$ cat src/rtl/trng_top.sv
// Random-number engine: 256-bit state mixed with a free-running 64-bit LFSR.
// A one-cycle TRNG_Go runs instantiate/reseed/generate and holds the result.
module trng_top #(
    parameter int unsigned ROUNDS    = 16,
    parameter logic [63:0] LFSR_SEED = 64'h0000_0000_0000_0001
) (
    input  logic         clk,
    input  logic         Resetn,
    input  logic         TRNG_Go,
    input  logic [1:0]   Op_Type,
    input  logic [511:0] data_in,
    output logic         TRNG_Done,
    output logic [255:0] data_out
);

    localparam int unsigned RND_W = (ROUNDS > 1) ? $clog2(ROUNDS) : 1;

    localparam logic [2:0] ST_IDLE = 3'd0;
    localparam logic [2:0] ST_LOAD = 3'd1;
    localparam logic [2:0] ST_MIX  = 3'd2;
    localparam logic [2:0] ST_OUT  = 3'd3;
    localparam logic [2:0] ST_UPD  = 3'd4;
    localparam logic [2:0] ST_DONE = 3'd5;

    localparam logic [1:0] OP_INST = 2'b00;
    localparam logic [1:0] OP_RESD = 2'b01;
    localparam logic [1:0] OP_GENA = 2'b10;

    logic [2:0]       state_q, state_d;
    logic [1:0]       op_q, op_d;
    logic [255:0]     s_q, s_d;
    logic [63:0]      l_q, l_d;
    logic             inst_q, inst_d;
    logic [255:0]     data_out_q, data_out_d;
    logic             done_q, done_d;
    logic [RND_W-1:0] rnd_q, rnd_d;

    // One xorshift-style mixing round with LFSR injection into the low word.
    function automatic logic [255:0] mix_round(input logic [255:0] s, input logic [63:0] l);
        logic [255:0] a;
        logic [255:0] b;
        logic [255:0] c;
        a = s ^ (s << 13);
        b = a ^ (a >> 7);
        c = b ^ (b << 17);
        return c ^ {192'b0, l};
    endfunction

    // Next-state logic: LFSR always steps, FSM sequences load/mix/out/update.
    always_comb begin
        state_d    = state_q;
        op_d       = op_q;
        s_d        = s_q;
        inst_d     = inst_q;
        data_out_d = data_out_q;
        done_d     = done_q;
        rnd_d      = rnd_q;
        l_d        = {l_q[62:0], l_q[63] ^ l_q[62] ^ l_q[60] ^ l_q[59]};

        case (state_q)
            ST_IDLE, ST_DONE: begin
                if (TRNG_Go) begin
                    op_d    = Op_Type;
                    done_d  = 1'b0;
                    state_d = ST_LOAD;
                end
            end
            ST_LOAD: begin
                case (op_q)
                    OP_INST: begin
                        s_d    = data_in[511:256] ^ data_in[255:0];
                        inst_d = 1'b1;
                    end
                    OP_RESD: s_d = s_q ^ data_in[511:256] ^ data_in[255:0];
                    OP_GENA: s_d = s_q ^ data_in[255:0];
                    default: s_d = s_q;
                endcase
                // Anything but instantiate on an uninstantiated engine is refused.
                if ((op_q != OP_INST) && !inst_q) begin
                    done_d  = 1'b1;
                    state_d = ST_DONE;
                end else begin
                    rnd_d   = '0;
                    state_d = ST_MIX;
                end
            end
            ST_MIX: begin
                s_d   = mix_round(s_q, l_q);
                rnd_d = rnd_q + RND_W'(1);
                if (rnd_q == RND_W'(ROUNDS - 1)) begin
                    state_d = ST_OUT;
                end
            end
            ST_OUT: begin
                data_out_d = s_q;
                state_d    = ST_UPD;
            end
            ST_UPD: begin
                // Post-output state update so the published value cannot be walked back.
                s_d     = mix_round(s_q, l_q);
                done_d  = 1'b1;
                state_d = ST_DONE;
            end
            default: state_d = ST_IDLE;
        endcase
    end

    // State registers with synchronous active-high reset.
    always_ff @(posedge clk) begin
        if (Resetn) begin
            state_q    <= ST_IDLE;
            op_q       <= 2'b00;
            s_q        <= '0;
            l_q        <= LFSR_SEED;
            inst_q     <= 1'b0;
            data_out_q <= '0;
            done_q     <= 1'b0;
            rnd_q      <= '0;
        end else begin
            state_q    <= state_d;
            op_q       <= op_d;
            s_q        <= s_d;
            l_q        <= l_d;
            inst_q     <= inst_d;
            data_out_q <= data_out_d;
            done_q     <= done_d;
            rnd_q      <= rnd_d;
        end
    end

    assign TRNG_Done = done_q;
    assign data_out  = data_out_q;

endmodule

$ cat config.mk
export PLATFORM = sky130hd
export DESIGN_NAME = trng_top
export DESIGN_NICKNAME = d
export VERILOG_FILES = /design/src/rtl/trng_top.sv
export SDC_FILE = /design/constraint.sdc
export NUM_CORES = 2
export LEC_CHECK = 0
export CORE_MARGIN = 2
export CORE_UTILIZATION = 37
export CTS_CLUSTER_DIAMETER = 50
export CTS_CLUSTER_SIZE = 16
export DETAILED_ROUTE_END_ITERATION = 8
export PLACE_DENSITY = 0.65
export SLEW_MARGIN = 20
export SYNTH_ARGS = -nofsm -noshare
export SYNTH_HDL_FRONTEND = slang
export SYNTH_SLANG_ARGS = --single-unit
$ cat constraint.sdc
create_clock -name clk -period 2.2 [get_ports clk]
set_clock_uncertainty 0.05 [all_clocks]
set_input_delay 0.22 -clock clk [delete_from_list [all_inputs] [get_ports clk]]
set_output_delay 0.22 -clock clk [all_outputs]
set_load 0.01 [all_outputs]
# Yosys cells after proc, flatten, opt, wreduce, memory -nomap -nowiden
# Cells that the tools add are included.
# op_classes
addsub	1
n_eq_ne	13
muxes	11
n_bitwise	11
n_reduce_logical	16
# ops
op	count
XOR 256 bit	6
one-hot mux 256 bit (3 select lines)	1
one-hot mux 256 bit (2 select lines)	1
XOR 256 x 249 -> 256 bit	1
XOR 256 x 64 -> 256 bit	1
one-hot mux 3 bit (5 select lines)	1
AND reduction 2 bit	5
two-way mux 3 bit	3
!= test 2 bit (second input constant)	4
one-hot mux 4 bit (2 select lines)	1
== test 3 x 2 -> 1 bit (second input constant)	2
== test 3 bit (second input constant)	2
nonzero test 2 bit	3
adder 4 x 1 -> 4 bit (second input constant)	1
== test 4 bit (second input constant)	1
two-way mux 4 bit	1
!= test 4 x 1 -> 1 bit (second input constant)	1
OR reduction 2 bit	2
== test 3 x 1 -> 1 bit (second input constant)	1
logical NOT 3 bit	1
one-hot mux 1 bit (3 select lines)	1
AND reduction 3 bit	1
nonzero test 3 bit	1
XOR 1 bit	3
6 further kinds	7
# word_totals
reg_bits	587
output_inout_bits	257

# Longest topological paths before layout
# depth
ltp_word	5
ltp_mapped	11
mapped_depth_nobuf	7

# Worst setup path after synthesis
# No wires, ideal clock.
# synth_timing
path_type	register to register
start	register op_q[0]
end	register s_q[16]
setup_ps	136
t_arrival_ps	2006
path_slack_ps	8
path_stages_with_launch	11
path_buffers	3
path_cell_list	dfxtp_1 > inv_1 > ha_1 > buf_2 > or2_4 > and2_1 > buf_2 > buf_6 > and4_1 > a2111oi_0 > a211oi_1
# synth_via
elab_chain_cells	3
word_cells_on_any_way	7
classes_between	3 x eq/ne; 2 x mux; 2 x reduce/logical
# synth_lines
element	line_no	source
start: declaration	30	logic [1:0] op_q, op_d;
start signal: assignment	121	op_q <= op_d;
== test 2 bit, or another cell as far along	69	case (op_q)
one-hot mux 256 bit (3 select lines) or != test 4 x 1 -> 1 bit (tied branches)	-	
one-hot mux 256 bit (2 select lines) or AND reduction 2 bit (tied branches)	-	
end signal: assignment	113	s_q <= '0;
end signal: assignment	122	s_q <= s_d;
end: declaration	31	logic [255:0] s_q, s_d;
# Parallel ways exist; a longest one is shown, timed or not.
# A chain may end at the register's enable or synchronous reset.

# Worst setup path after layout
# layout_timing
start	register op_q[0]
end	register s_q[210]
# Same word-level chain as after synthesis.

==> results.py <==
metrics = {
    "finish": {
        "nets": 6773,
        "area_growth_pct": 39.47,
        "post_route_cells_drive_above_1_share_pct": 10.27,
    },
    "timing": {
        "hold_viol": 0,
        "fin_crit_sh_pct": 99.10,
        "final-setup-viol-count": 0,
        "rsz0062_at_grt": "yes",
        "post-route-min-period_ns": 2.180,
        "worst_slew_pin_slew_ns": 0.8774,
        "fin_ws_ns": 0.01983,
        "slew_viol_final": 0,
        "max_freq_mhz": 458.7,
        "max-slew-margin-rel_pct": 41.09,
        "fin_setup_tns_ns": 0,
        "hold_ws_ns": 0.1964,
    },
    "drt": {
        "via_per_inst": 5.556,
        "drt_pre_antenna_iters": 6,
        "wl_met2_um": 85980,
        "dr_wl_met3_um": 17460,
        "vias": 43190,
        "drcViolationCount": 0,
        "drt-initial-drc-count": 4171,
        "drt_wl_total_um": 186100,
        "wl_met1_um": 73210,
        "wire_per_inst_um": 23.94,
        "top_layer": "met5",
        "ant_nets": 0,
    },
    "power": {
        "power_frac_seq_pct": 22.1,
        "p_per_area_nw_per_um2": 1194,
        "total_power_mw": 67.86,
        "p_sw_share_pct": 41.78,
        "ir_drop_mv": 0.7854,
        "pwr-share-clk_pct": 25.5,
        "intPower_mw": 39.51,
        "comb_power_share_pct": 52.3,
        "leakage_nw": 19.50,
        "switchingPower_mw": 28.36,
    },
    "critical_path": {
        "cp.arrival_ns": 2.69,
        "cp.required_ns": 2.71,
        "crit_type": "flop to flop",
        "startpoint_type": "flop",
        "worstSetupStartpoint": "op_q[0]",
        "timing.rr.start": "op_q[0]",
        "end_kind": "flop",
        "worstPathMaxFanout": 18,
    },
    "synthesis": {
        "synthFlopType": "dfxtp_1",
        "yosys-top-cells-area": "dfxtp_1 (29%), xnor2_1 (13%), nand2_1 (8.9%)",
        "synth.most_common_cell": "nand2_1",
        "synth_nets": 5924,
        "synth_top_area_share_pct": 28.83,
        "yosysTopAreaCell": "dfxtp_1",
        "ys_seq_area_share_pct": 28.83,
        "ys_warn_count": 0,
        "synth_edf_count": 0,
        "netlist_instances": 5403,
        "ys_types": 63,
        "syn_area_per_cell_um2": 7.543,
        "async_flop_share_pct": 0,
        "ys_ff_latch": 587,
        "syn_area_um2": 40760,
        "synth_commonest_cells": "nand2_1 (968), a21oi_1 (649), xnor2_1 (594)",
    },
    "placement": {
        "port_buffers": 773,
        "place_hpwl_um": 141000,
        "place_ws_ns": -0.1834,
        "place.gp.congestion": 0.9746,
    },
    "global_routing": {
        "overflow": 0,
        "grt_max_degree": 137,
        "grt_pass1_vias": 40650,
        "antenna_found_initial": 47,
        "grt_pass1_wl_um": 262100,
        "gr-usage-all-layers_pct": 30.83,
    },
    "min_path": {
        "min-delay-start": "data_in[60]",
        "hp-class": "input port to flop",
    },
    "clocking": {
        "cts_buffers": 98,
        "cts_root_buf": "clkbuf_16",
        "clk-insertion-delay-late_ns": 0.69,
        "cts.path.max_buffers": 3,
        "cts_sinks": 587,
        "htreeDepth": 3,
        "path_clk_slew_ns": 0.06,
        "cts_tree": "built",
    },
    "outcome": {
        "status": "completed",
    },
    "die": {
        "row_count": 121,
        "die_w_um": 335.9,
        "die_height_um": 335.9,
        "dieArea_um2": 112800,
        "ios": 774,
        "start_util_pct": 37.39,
        "coreArea_um2": 109000,
    },
    "run": {
        "drv_cap": 0,
    },
}
repair_timing:
item | in CTS | in global routing
pin swaps | 0 | 25
setup endpoints to repair | 23 | 198
hold buffers | 1 | 0
resized for setup | 12 | 108
setup buffers | 1 | 28
endpoints found under the hold margin | 8 | 0
cloned | 0 | 25
layer usage:
layer / GRT usage (%) / vias to the layer above
li1: - / 20200
met1: 37.77 / 20490
met2: 50.59 / 1992
met3: 7.376 / 464
met4: 15.09 / 42
met5: 0 / -
sequential cells by signal (all words and copies together) (netlist names):
signal     cells
TRNG_Done      1
state_q        3
inst_q         1
rnd_q          4
data_out     256
op_q           2
l_q           64
s_q          256
stage by stage:
stage | instances | utilization, % | cell area (um^2)
final | 7773 | 52.15 | 56840
after global placement | 7512 | 47.57 | 51850
after CTS | 7699 | 50.99 | 55580
after detailed placement | 7512 | 47.57 | 51850
after global routing | 7759 | 52.12 | 56810
after floorplan | 5403 | - | 40760
cell families after synthesis:
group | Yosys count | share of synthesized area (%)
adder cells (fa/ha/maj) | 4 | 0.1228
XOR/XNOR | 795 | 19.12
AO/OA/AOI/OAI | 1538 | 22.65
AND/OR/NAND/NOR | 2044 | 24.63
flip-flops | 587 | 28.83
buffers and inverters | 433 | 4.596
multiplexers | 2 | 0.04912
layout make-up:
cell class,count,area (um^2)
timing repair inverter,1,8.758
fill,10310,52160
multi-input combinational,4383,27420
antenna,22,55.05
inverter,25,116.4
timing repair buffer,1156,12050
clock inverter,69,982.2
clock buffer,116,2684
tap,1414,1769
sequential,587,11760
placed cells by master, fill, tap and decap left out, types with 12 or more instances in the layout:
master and n:
nand2_1 962, clkdlybuf4s50_1 772, a21oi_1 631, xnor2_1 591, dfxtp_1 584, nand2b_1 401, o21ai_0 306, buf_4 270
or3_1 198, o31ai_1 174, nor2_1 154, xor2_1 136, a21boi_1 125, clkbuf_16 121, nor2b_1 106, a21boi_0 85
and2_1 73, buf_12 55, o211ai_1 40, xnor3_1 40, a211oi_1 37, a32oi_1 32, nand3_1 31, nor3b_1 28
diode_2 22, nor3_1 21, inv_1 19, a21oi_2 18, bufinv_16 17, o21ai_1 16, buf_6 16, xnor2_2 15
inv_6 14, buf_16 14, a31oi_1 13, xor3_1 12, clkinv_2 12
worst paths after layout:
kind / slack, ns / endpoint / cells after the start
max: 0.02 / s_q[210] / 9
min: 0.20 / s_q[60] / 3
max reg2reg: 0.02 / s_q[210] / 9
min reg2reg: 0.39 / l_q[40] / 2
worst max-delay path: stages, from the launching register on:
cell and delay [ns]:
dfxtp_2 0.32, buf_4 0.14, ha_4 0.22, buf_12 0.18
buf_4 0.21, nand2b_1 0.08, a21oi_1 0.08, or3_1 0.35
a21oi_1 0.31, o31ai_2 0.12
power by group through the flow:
stage	Sequential, mW	Clock, mW	Combinational [mW]
final	15.0	17.3	35.5
after global routing	15.1	18.0	37.5
after CTS	14.9	17.5	34.0
after detailed placement	15.1	0	33.8
after global placement	15.1	0	33.5
after floorplan	13.5	0	23.0
Power figures use the tool's default switching activity.
